[src/rtl/cobra_bus_pkg.sv]
// Shared types, constants and the address decoder for the cobra bus controller.
package cobra_bus_pkg;

    typedef enum logic [2:0] {
        BUS_IDLE,
        BUS_MEM,
        BUS_WAITCNT,
        BUS_IO,
        BUS_DONE
    } bus_state_t;

    typedef enum logic [1:0] {
        ACC_NONE,
        ACC_RD,
        ACC_WR
    } acc_t;

    typedef enum logic [1:0] {
        REG_ROM,
        REG_RAM,
        REG_NONE
    } region_t;

    localparam logic [7:0] BUS_IDLE_DATA = 8'hFF;

    // ROM wins over RAM so a ROM_BITS of 16 still decodes sensibly.
    function automatic region_t decode_region(input logic [15:0] addr, input int rom_bits);
        if ({16'd0, addr} < (32'd1 << rom_bits)) return REG_ROM;
        if (addr[15]) return REG_RAM;
        return REG_NONE;
    endfunction

endpackage

[src/rtl/frame_int_gen.sv]
// Free-running frame counter that raises a bounded, acknowledgeable int_n pulse.
module frame_int_gen #(
    parameter int INT_PERIOD = 40000,
    parameter int INT_WIDTH  = 64
) (
    input  logic clk,
    input  logic reset,
    input  logic intcycle_n,
    output logic int_n
);

    localparam int CW = (INT_PERIOD > 1) ? $clog2(INT_PERIOD) : 1;
    localparam int WW = $clog2(INT_WIDTH + 1);

    logic [CW-1:0] period_cnt;
    logic [WW-1:0] width_cnt;
    logic          period_hit;

    assign period_hit = (period_cnt == CW'(INT_PERIOD - 1));

    // NOTE: sequential state uses non-blocking assignments so every register updates from pre-edge values.
    always_ff @(posedge clk) begin
        if (reset) begin
            period_cnt <= '0;
            width_cnt  <= '0;
            int_n      <= 1'b1;
        end else begin
            period_cnt <= period_hit ? '0 : period_cnt + CW'(1);
            // A period boundary during an active pulse is ignored, so the pulse never stretches.
            if (!int_n) begin
                if (!intcycle_n || width_cnt == WW'(INT_WIDTH - 1)) begin
                    int_n <= 1'b1;
                end else begin
                    width_cnt <= width_cnt + WW'(1);
                end
            end else if (period_hit) begin
                int_n     <= 1'b0;
                width_cnt <= '0;
            end
        end
    end

endmodule

[src/rtl/z80_bus_ctrl.sv]
// Turns tv80 T1 cycles into ROM, RAM or I/O accesses, stretches them with wait_n
// and returns read data on di/dinst; also hosts the frame interrupt generator.
module z80_bus_ctrl
    import cobra_bus_pkg::*;
#(
    parameter int ROM_BITS   = 11,
    parameter int MEM_WAIT   = 1,
    parameter int IO_TIMEOUT = 15,
    parameter int INT_PERIOD = 40000,
    parameter int INT_WIDTH  = 64
) (
    input  logic                clk,
    input  logic                reset,
    input  logic [6:0]          ts,
    input  logic                iorq,
    input  logic                no_read,
    input  logic                write,
    input  logic                rfsh_n,
    input  logic                intcycle_n,
    input  logic [15:0]         A,
    input  logic [7:0]          dout,
    output logic [7:0]          di,
    output logic [7:0]          dinst,
    output logic                wait_n,
    output logic                int_n,
    output logic [ROM_BITS-1:0] rom_addr,
    input  logic [7:0]          rom_rdata,
    output logic [14:0]         ram_addr,
    output logic                ram_we,
    output logic [7:0]          ram_wdata,
    input  logic [7:0]          ram_rdata,
    output logic [7:0]          io_addr,
    output logic                io_rd,
    output logic                io_wr,
    output logic [7:0]          io_wdata,
    input  logic [7:0]          io_rdata,
    input  logic                io_ready
);

    bus_state_t state;
    acc_t       acc;
    region_t    region;
    logic       is_io;
    logic [2:0] wait_cnt;
    logic [3:0] io_cnt;

    logic       req;
    acc_t       req_acc;
    region_t    req_region;
    logic [7:0] mem_rdata;
    logic       unused_ts;

    assign unused_ts = ^ts[6:1];
    assign dinst     = di;

    // NOTE: every always_comb output gets a default first, so no path can infer a latch.
    always_comb begin
        req        = ts[0] && rfsh_n && intcycle_n;
        req_acc    = ACC_NONE;
        req_region = decode_region(A, ROM_BITS);
        if (iorq) begin
            req_acc = write ? ACC_WR : ACC_RD;
        end else if (write) begin
            req_acc = ACC_WR;
        end else if (!no_read) begin
            req_acc = ACC_RD;
        end
    end

    always_comb begin
        mem_rdata = BUS_IDLE_DATA;
        case (region)
            REG_ROM: mem_rdata = rom_rdata;
            REG_RAM: mem_rdata = ram_rdata;
            default: mem_rdata = BUS_IDLE_DATA;
        endcase
    end

    always_ff @(posedge clk) begin
        if (reset) begin
            state     <= BUS_IDLE;
            acc       <= ACC_NONE;
            region    <= REG_NONE;
            is_io     <= 1'b0;
            wait_cnt  <= '0;
            io_cnt    <= '0;
            di        <= BUS_IDLE_DATA;
            wait_n    <= 1'b1;
            rom_addr  <= '0;
            ram_addr  <= '0;
            ram_we    <= 1'b0;
            ram_wdata <= '0;
            io_addr   <= '0;
            io_rd     <= 1'b0;
            io_wr     <= 1'b0;
            io_wdata  <= '0;
        end else begin
            case (state)
                BUS_IDLE: begin
                    if (req && req_acc != ACC_NONE) begin
                        acc    <= req_acc;
                        wait_n <= 1'b0;
                        if (iorq) begin
                            state    <= BUS_IO;
                            is_io    <= 1'b1;
                            region   <= REG_NONE;
                            io_cnt   <= '0;
                            io_addr  <= A[7:0];
                            io_wdata <= dout;
                            io_rd    <= (req_acc == ACC_RD);
                            io_wr    <= (req_acc == ACC_WR);
                        end else begin
                            state     <= BUS_MEM;
                            is_io     <= 1'b0;
                            region    <= req_region;
                            rom_addr  <= A[ROM_BITS-1:0];
                            ram_addr  <= A[14:0];
                            ram_wdata <= dout;
                            // Writes to ROM or the unmapped hole never reach a strobe.
                            ram_we    <= (req_acc == ACC_WR) && (req_region == REG_RAM);
                        end
                    end
                end
                BUS_MEM: begin
                    ram_we <= 1'b0;
                    if (region == REG_RAM && MEM_WAIT > 0) begin
                        state    <= BUS_WAITCNT;
                        wait_cnt <= 3'(MEM_WAIT - 1);
                    end else begin
                        state <= BUS_DONE;
                    end
                end
                BUS_WAITCNT: begin
                    if (wait_cnt == 3'd0) begin
                        state <= BUS_DONE;
                    end else begin
                        wait_cnt <= wait_cnt - 3'd1;
                    end
                end
                BUS_IO: begin
                    if (io_ready || io_cnt == 4'(IO_TIMEOUT - 1)) begin
                        state <= BUS_DONE;
                        io_rd <= 1'b0;
                        io_wr <= 1'b0;
                        if (acc == ACC_RD) begin
                            di <= io_ready ? io_rdata : BUS_IDLE_DATA;
                        end
                    end else if (io_cnt != 4'hF) begin
                        io_cnt <= io_cnt + 4'd1;
                    end
                end
                BUS_DONE: begin
                    state  <= BUS_IDLE;
                    wait_n <= 1'b1;
                    if (!is_io && acc == ACC_RD) begin
                        di <= mem_rdata;
                    end
                end
                default: state <= BUS_IDLE;
            endcase
        end
    end

    frame_int_gen #(
        .INT_PERIOD(INT_PERIOD),
        .INT_WIDTH (INT_WIDTH)
    ) u_frame_int (
        .clk       (clk),
        .reset     (reset),
        .intcycle_n(intcycle_n),
        .int_n     (int_n)
    );

endmodule

[config.mk]
export PLATFORM = sky130hd
export DESIGN_NAME = z80_bus_ctrl
export DESIGN_NICKNAME = d
export VERILOG_FILES = /design/src/rtl/cobra_bus_pkg.sv /design/src/rtl/frame_int_gen.sv /design/src/rtl/z80_bus_ctrl.sv
export SDC_FILE = /design/constraint.sdc
export NUM_CORES = 1
export LEC_CHECK = 0
export CAP_MARGIN = 30
export CORE_ASPECT_RATIO = 1.2
export CORE_MARGIN = 1
export CORE_UTILIZATION = 30
export DETAILED_ROUTE_END_ITERATION = 7
export PLACE_DENSITY_LB_ADDON = 0.08
export REMOVE_ABC_BUFFERS = 1
export SLEW_MARGIN = 10
export SYNTH_ARGS = -nofsm -noshare
export SYNTH_HDL_FRONTEND = slang
export SYNTH_SLANG_ARGS = --single-unit
[constraint.sdc]
create_clock -name clk -period 6.09 [get_ports clk]
set_clock_uncertainty 0.15 [all_clocks]
set_input_delay 0.609 -clock clk [delete_from_list [all_inputs] [get_ports clk]]
set_output_delay 0.609 -clock clk [all_outputs]
set_load 0.1 [all_outputs]
==> results of run 1 <==
==> state kept, by name, summed over array words and instances (netlist names), 2 cells and up <==
name and cells:
ram_wdata 8, io_addr 8, io_cnt 4, rom_addr 10, state 3, region 2
u_frame_int.width_cnt 7, di 8, ram_addr 5, acc 2, wait_cnt 3, u_frame_int.period_cnt 16
io_wdata 8
==> cell families after synthesis <==
| logic type | share of synthesized area |
|---|---|
| AND/OR/NAND/NOR | 0.277 |
| buffers and inverters | 0.0758 |
| flip-flops | 0.442 |
| multiplexers | 0.00276 |
| XOR/XNOR | 0.0322 |
| AO/OA/AOI/OAI | 0.152 |
| adder cells (fa/ha/maj) | 0.0184 |
==> metrics by stage <==
step | power, mW | util | setup WS, ns | cell area (um^2)
finish | 1.32 | 0.426 | 3.36 | 5640
global route | 1.38 | 0.426 | 3.30 | 5640
CTS | 1.35 | 0.426 | 3.35 | 5640
detailed placement | 0.773 | 0.403 | 3.18 | 5330
global placement | 0.771 | 0.402 | 3.08 | 5320
floorplan | 0.700 | - | 3.76 | 3810
==> Yosys cell counts (all sizes together), types with 2 or more instances <==
cell type	instances
nor3b	14
nand2	92
nand4	7
or4b	4
a21oi	52
nor4	7
and2	2
nor2b	10
o21ai	4
clkbuf	18
xor2	2
inv	11
a21o	3
a31o	2
ha	6
nand3	17
or2	2
dfxtp	90
a31oi	2
nor2	32
buf	28
nand2b	8
nor3	18
or3	4
a211oi	12
a211o	10
xnor2	13
and3	2
or3b	2
==> layout by cell type (no fill, tap or decap), types with 8 or more instances in the layout <==
cell type        netlist  final
nor3b_1               13     13
nor2b_1               10     10
inv_1                 11     11
clkbuf_16              0      9
a211oi_1              11     11
nand2_1               92     92
nand3_1               17     17
a211o_1               10     10
dfxtp_1               90     90
clkdlybuf4s50_1        0    126
xnor2_1               13     13
nand2b_1               8      8
a21oi_1               52     52
nor3_1                18     18
nor2_1                32     32
==> metal layers <==
| metal | up-vias | track usage | share of wire |
|---|---|---|---|
| li1 | 1882 | - | - |
| met1 | 1702 | 0.194 | 0.44 |
| met2 | 79 | 0.259 | 0.49 |
| met3 | 11 | 0.0335 | 0.053 |
| met4 | 0 | 0.0636 | 0.018 |
| met5 | - | 0 | 0 |
==> power by group through the flow <==
stage | registers (mW) | clock network (mW) | logic [mW]
2_1_floorplan | 0.671 | 0 | 0.0283
3_3_place_gp | 0.619 | 0 | 0.152
3_5_place_dp | 0.619 | 0 | 0.154
4_1_cts | 0.605 | 0.586 | 0.155
5_1_grt | 0.607 | 0.611 | 0.163
6_report | 0.606 | 0.563 | 0.153
==> final timing paths <==
check	end	from	slack, ns	cells past startpoint
max	int_n	u_frame_int.int_n	3.36	1
min	io_wdata[4]	io_wdata[4]	0.30	2
max reg2reg	io_cnt[2]	state[0]	3.88	4
min reg2reg	io_wdata[4]	io_wdata[4]	0.30	2
==> layout make-up <==
| cell class | instances | area, um^2 |
|---|---|---|
| fill | 1314 | 7600 |
| clock buffer | 10 | 229 |
| sequential | 90 | 1800 |
| timing repair buffer | 132 | 1310 |
| inverter | 11 | 41.3 |
| tap | 168 | 210 |
| clock inverter | 6 | 75.1 |
| multi-input combinational | 345 | 1970 |
==> results.toml, run 1 <==
[setup_path]
cp_cell_sequence = "clkdlybuf4s50_1"
critPathBufInv = 1
critPathSlowestCell = "clkdlybuf4s50_1"
crit_type = "register to primary output"
cp-end-kind = "primary output"
startpoint_type = "register"
path_delay_family = "buffers and inverters"
critPathArrivalTime_ns = 1.97
cp_slowest_stage_delay_ns = 1.18
crit_required_ns = 5.33
cp_max_fo = 7

[yosys]
yosysTopAreaCell = "dfxtp_1"
synthTopCellsByArea = "dfxtp_1 44%, nand2_1 8.5%, a21oi_1 6.4%"
synth-edff-count = 0
synthArstFlopShare = 0
yosys_warnings = 0
syn_avg_cell_area_um2 = 8.29
ys_ff_latch = 90
ys.flop_type = "dfxtp_1"
synth_cell_types = 54
netlist_instances = 492
synthesis.area_mm2 = 0.00408
synth_top_area_frac = 0.442
seq_area_frac_synth = 0.442

[timing]
hold_viol = 0
slew_viol_final = 0
relSlewSlack = 0.319
hold_slack_ns = 0.303
fmaxAchievable_ghz = 0.367
setup_viol = 0
grt_setup_unrepaired = "false"
tns_ns = 0
period_minus_slack_ns = 2.73
tightest_slew_ns = 1.02
fin_crit_sh = 0.448

[place]
dp_cells = 746
place_hpwl_um = 7400
portBuffers = 127
gp_congestion = 0.779

[clock_tree]
clk_latency_ns = 0.34
cts_max_path_buffers = 2
cts_root_buf = "clkbuf_16"
cts_tree = "done"
clk_pin_slew_worst_paths_ns = 0.06
cts_num_sinks = 90
cts_made_buffers = 9
h-tree-depth = 3
cts_resized = 0
cts_setup_buffers = 0
cts-hold-fix-buffers = 0

[drt]
drc = 0
wl_per_cell_um = 14.0
viasPerCell = 4.82
drtIter0Drc = 150
postRouteAntennaNets = 0
firstDrtPassIters = 4
vias = 3674
routed_wl_um = 10700

[floorplanning]
chipWidth_um = 108
die_y_um = 130
dieArea_mm2 = 0.0141
core-area_mm2 = 0.0132
std_cell_rows = 46
ios = 134
initial_core_util = 0.308

[job]
drv_cap = 0

[grt]
grt_start_max_net_pins = 78
antenna_found_initial = 0
grt_overflow = 0
grt_pass1_wl_um = 17100
first_global_vias = 3454
grt.total_usage = 0.155

[layout]
antenna_cells = 0
layout.nets = 658
areaGrowthSynthToFinish_pct = 38.2
drive_gt1_frac = 0.0488
layoutNonFillerInstCount = 762

[pwr]
p_seq_frac = 0.458
ir_drop_mv = 0.109
clkPwrFrac = 0.426
leakage_nw = 1.90
comb_power_share = 0.116
p_sw_frac = 0.259
p_per_area_mw_per_mm2 = 235
internal-power_mw = 0.980
p_switching_mw = 0.342

[hold_path]
hold_path_class = "register to register"

[status]
status = "finished, final reports clean"
Note: power is estimated with default switching activity, not from simulation.
==> run 2, diff against run 1 <==
==> constraint.sdc (replaced) <==
create_clock -name clk -period 2.2 [get_ports clk]
set_clock_uncertainty 0.15 [all_clocks]
set_input_delay 0.22 -clock clk [delete_from_list [all_inputs] [get_ports clk]]
set_output_delay 0.22 -clock clk [all_outputs]
set_load 0.1 [all_outputs]
==> results.toml, run 2 (same netlist as run 1, synthesis figures left out) <==
[status]
status = "finished, final reports clean"

[setup_path]
startpoint_type = "register"
crit_required_ns = 2.28
cp-end-kind = "register"
rr_startpoint = "io_cnt[0]"
crit_start = "io_cnt[0]"
crit_type = "register to register"
critPathArrivalTime_ns = 2.12
cp_max_fo = 16

[job]
drv_cap = 0

[pwr]
p_per_area_mw_per_mm2 = 652
clkPwrFrac = 0.421
internal-power_mw = 2.70
p_seq_frac = 0.460
comb_power_share = 0.119
p_sw_frac = 0.259
ir_drop_mv = 0.348
p_switching_mw = 0.943
leakage_nw = 2.07

[place]
place_hpwl_um = 7560
gp_congestion = 0.749
preCtsSetupSlack_ns = 0.0459
postPlaceCellArea_mm2 = 0.00528
portBuffers = 127

[drt]
viasPerCell = 4.86
drc = 0
routed_wl_um = 10700
wl_per_cell_um = 13.8
postRouteAntennaNets = 0
vias = 3763
drtIter0Drc = 161
firstDrtPassIters = 5

[clock_tree]
cts_made_buffers = 9
cts_max_path_buffers = 2
clk_pin_slew_worst_paths_ns = 0.07
cts_root_buf = "clkbuf_16"
cts_tree = "done"
cts_num_sinks = 90
clk_latency_ns = 0.34
cts_setup_buffers = 0
h-tree-depth = 3

[grt]
grt_pass1_wl_um = 16800
grt_overflow = 0
first_global_vias = 3433
grt_start_max_net_pins = 54
antenna_found_initial = 0
grt.total_usage = 0.153

[floorplanning]
core-area_mm2 = 0.0132
std_cell_rows = 46
dieArea_mm2 = 0.0141
ios = 134
die_y_um = 130
initial_core_util = 0.308
chipWidth_um = 108

[layout]
top_regs = "u_frame_int.period_cnt (16), rom_addr (10)"
final_area_mm2 = 0.00558
top_register = "u_frame_int.period_cnt"
drive_gt1_frac = 0.188
layout.nets = 671
mostFrequentLayoutCells = "92 x nand2_1, 90 x dfxtp_1, 86 x buf_4"
areaGrowthSynthToFinish_pct = 36.9
largest_reg_flops = 16
antenna_cells = 0
final_common_cell = "nand2_1"

[timing]
tightest_slew_ns = 0.630
relSlewSlack = 0.579
period_minus_slack_ns = 2.04
hold_viol = 0
fmaxAchievable_ghz = 0.490
hold_slack_ns = 0.185
fin_crit_sh = 0.928
setup_viol = 0
slew_viol_final = 0
grt_setup_unrepaired = "false"
worst_slack_ns = 0.159

[hold_path]
min_from = "reset"
hold_path_class = "input pin to register"
## run 2: final timing paths
check                         endpoint  slack (ns)  cells after the start
max                              di[7]        0.16                      7
min          u_frame_int.period_cnt[2]        0.18                      2
max reg2reg                      di[7]        0.16                      7
min reg2reg  u_frame_int.period_cnt[0]        0.30                      1
## run 2: worst max-delay path, stage by stage, from the launching register on
cell	delay, ns
dfxtp_1	0.38
inv_1	0.07
ha_1	0.21
a31o_2	0.27
a32oi_1	0.22
buf_4	0.25
nor3_1	0.10
a211o_1	0.27
## run 2: routing by layer
layer,wire length (um),up-vias,track usage
met5,0,-,0
met4,238,0,0.0652
met3,590,15,0.0325
met2,5040,105,0.249
met1,4810,1737,0.195
li1,-,1906,-
## run 2: area by class of cell
type                    instances  area (um^2)
inverters                      11         41.3
fillers                      1351         7650
flip-flops and latches         90         1800
multi-input cells             345         1980
clock inverters                 6         67.6
clock buffers                   9          225
repair buffers                145         1260
well taps                     168          210
## run 2: power groups by stage
stage	combinational, mW	sequential [mW]	clock (mW)
floorplan	0.0784	1.86	0
CTS	0.437	1.68	1.59
global placement	0.434	1.71	0
global route	0.460	1.68	1.65
detailed placement	0.435	1.71	0
finish	0.433	1.68	1.53
## run 2: through the flow
step            util  cells  setup TNS (ns)  total power [mW]
2_1_floorplan      -    446          -0.803              1.94
3_3_place_gp   0.399    759               0              2.15
3_5_place_dp   0.399    759               0              2.15
4_1_cts        0.421    774               0              3.70
5_1_grt        0.422    774               0              3.79
6_report       0.422    774               0              3.64
## run 2: timing repair
action,CTS,global route
setup endpoints to repair,0,8
hold buffers,0,0
gates resized for setup,0,2
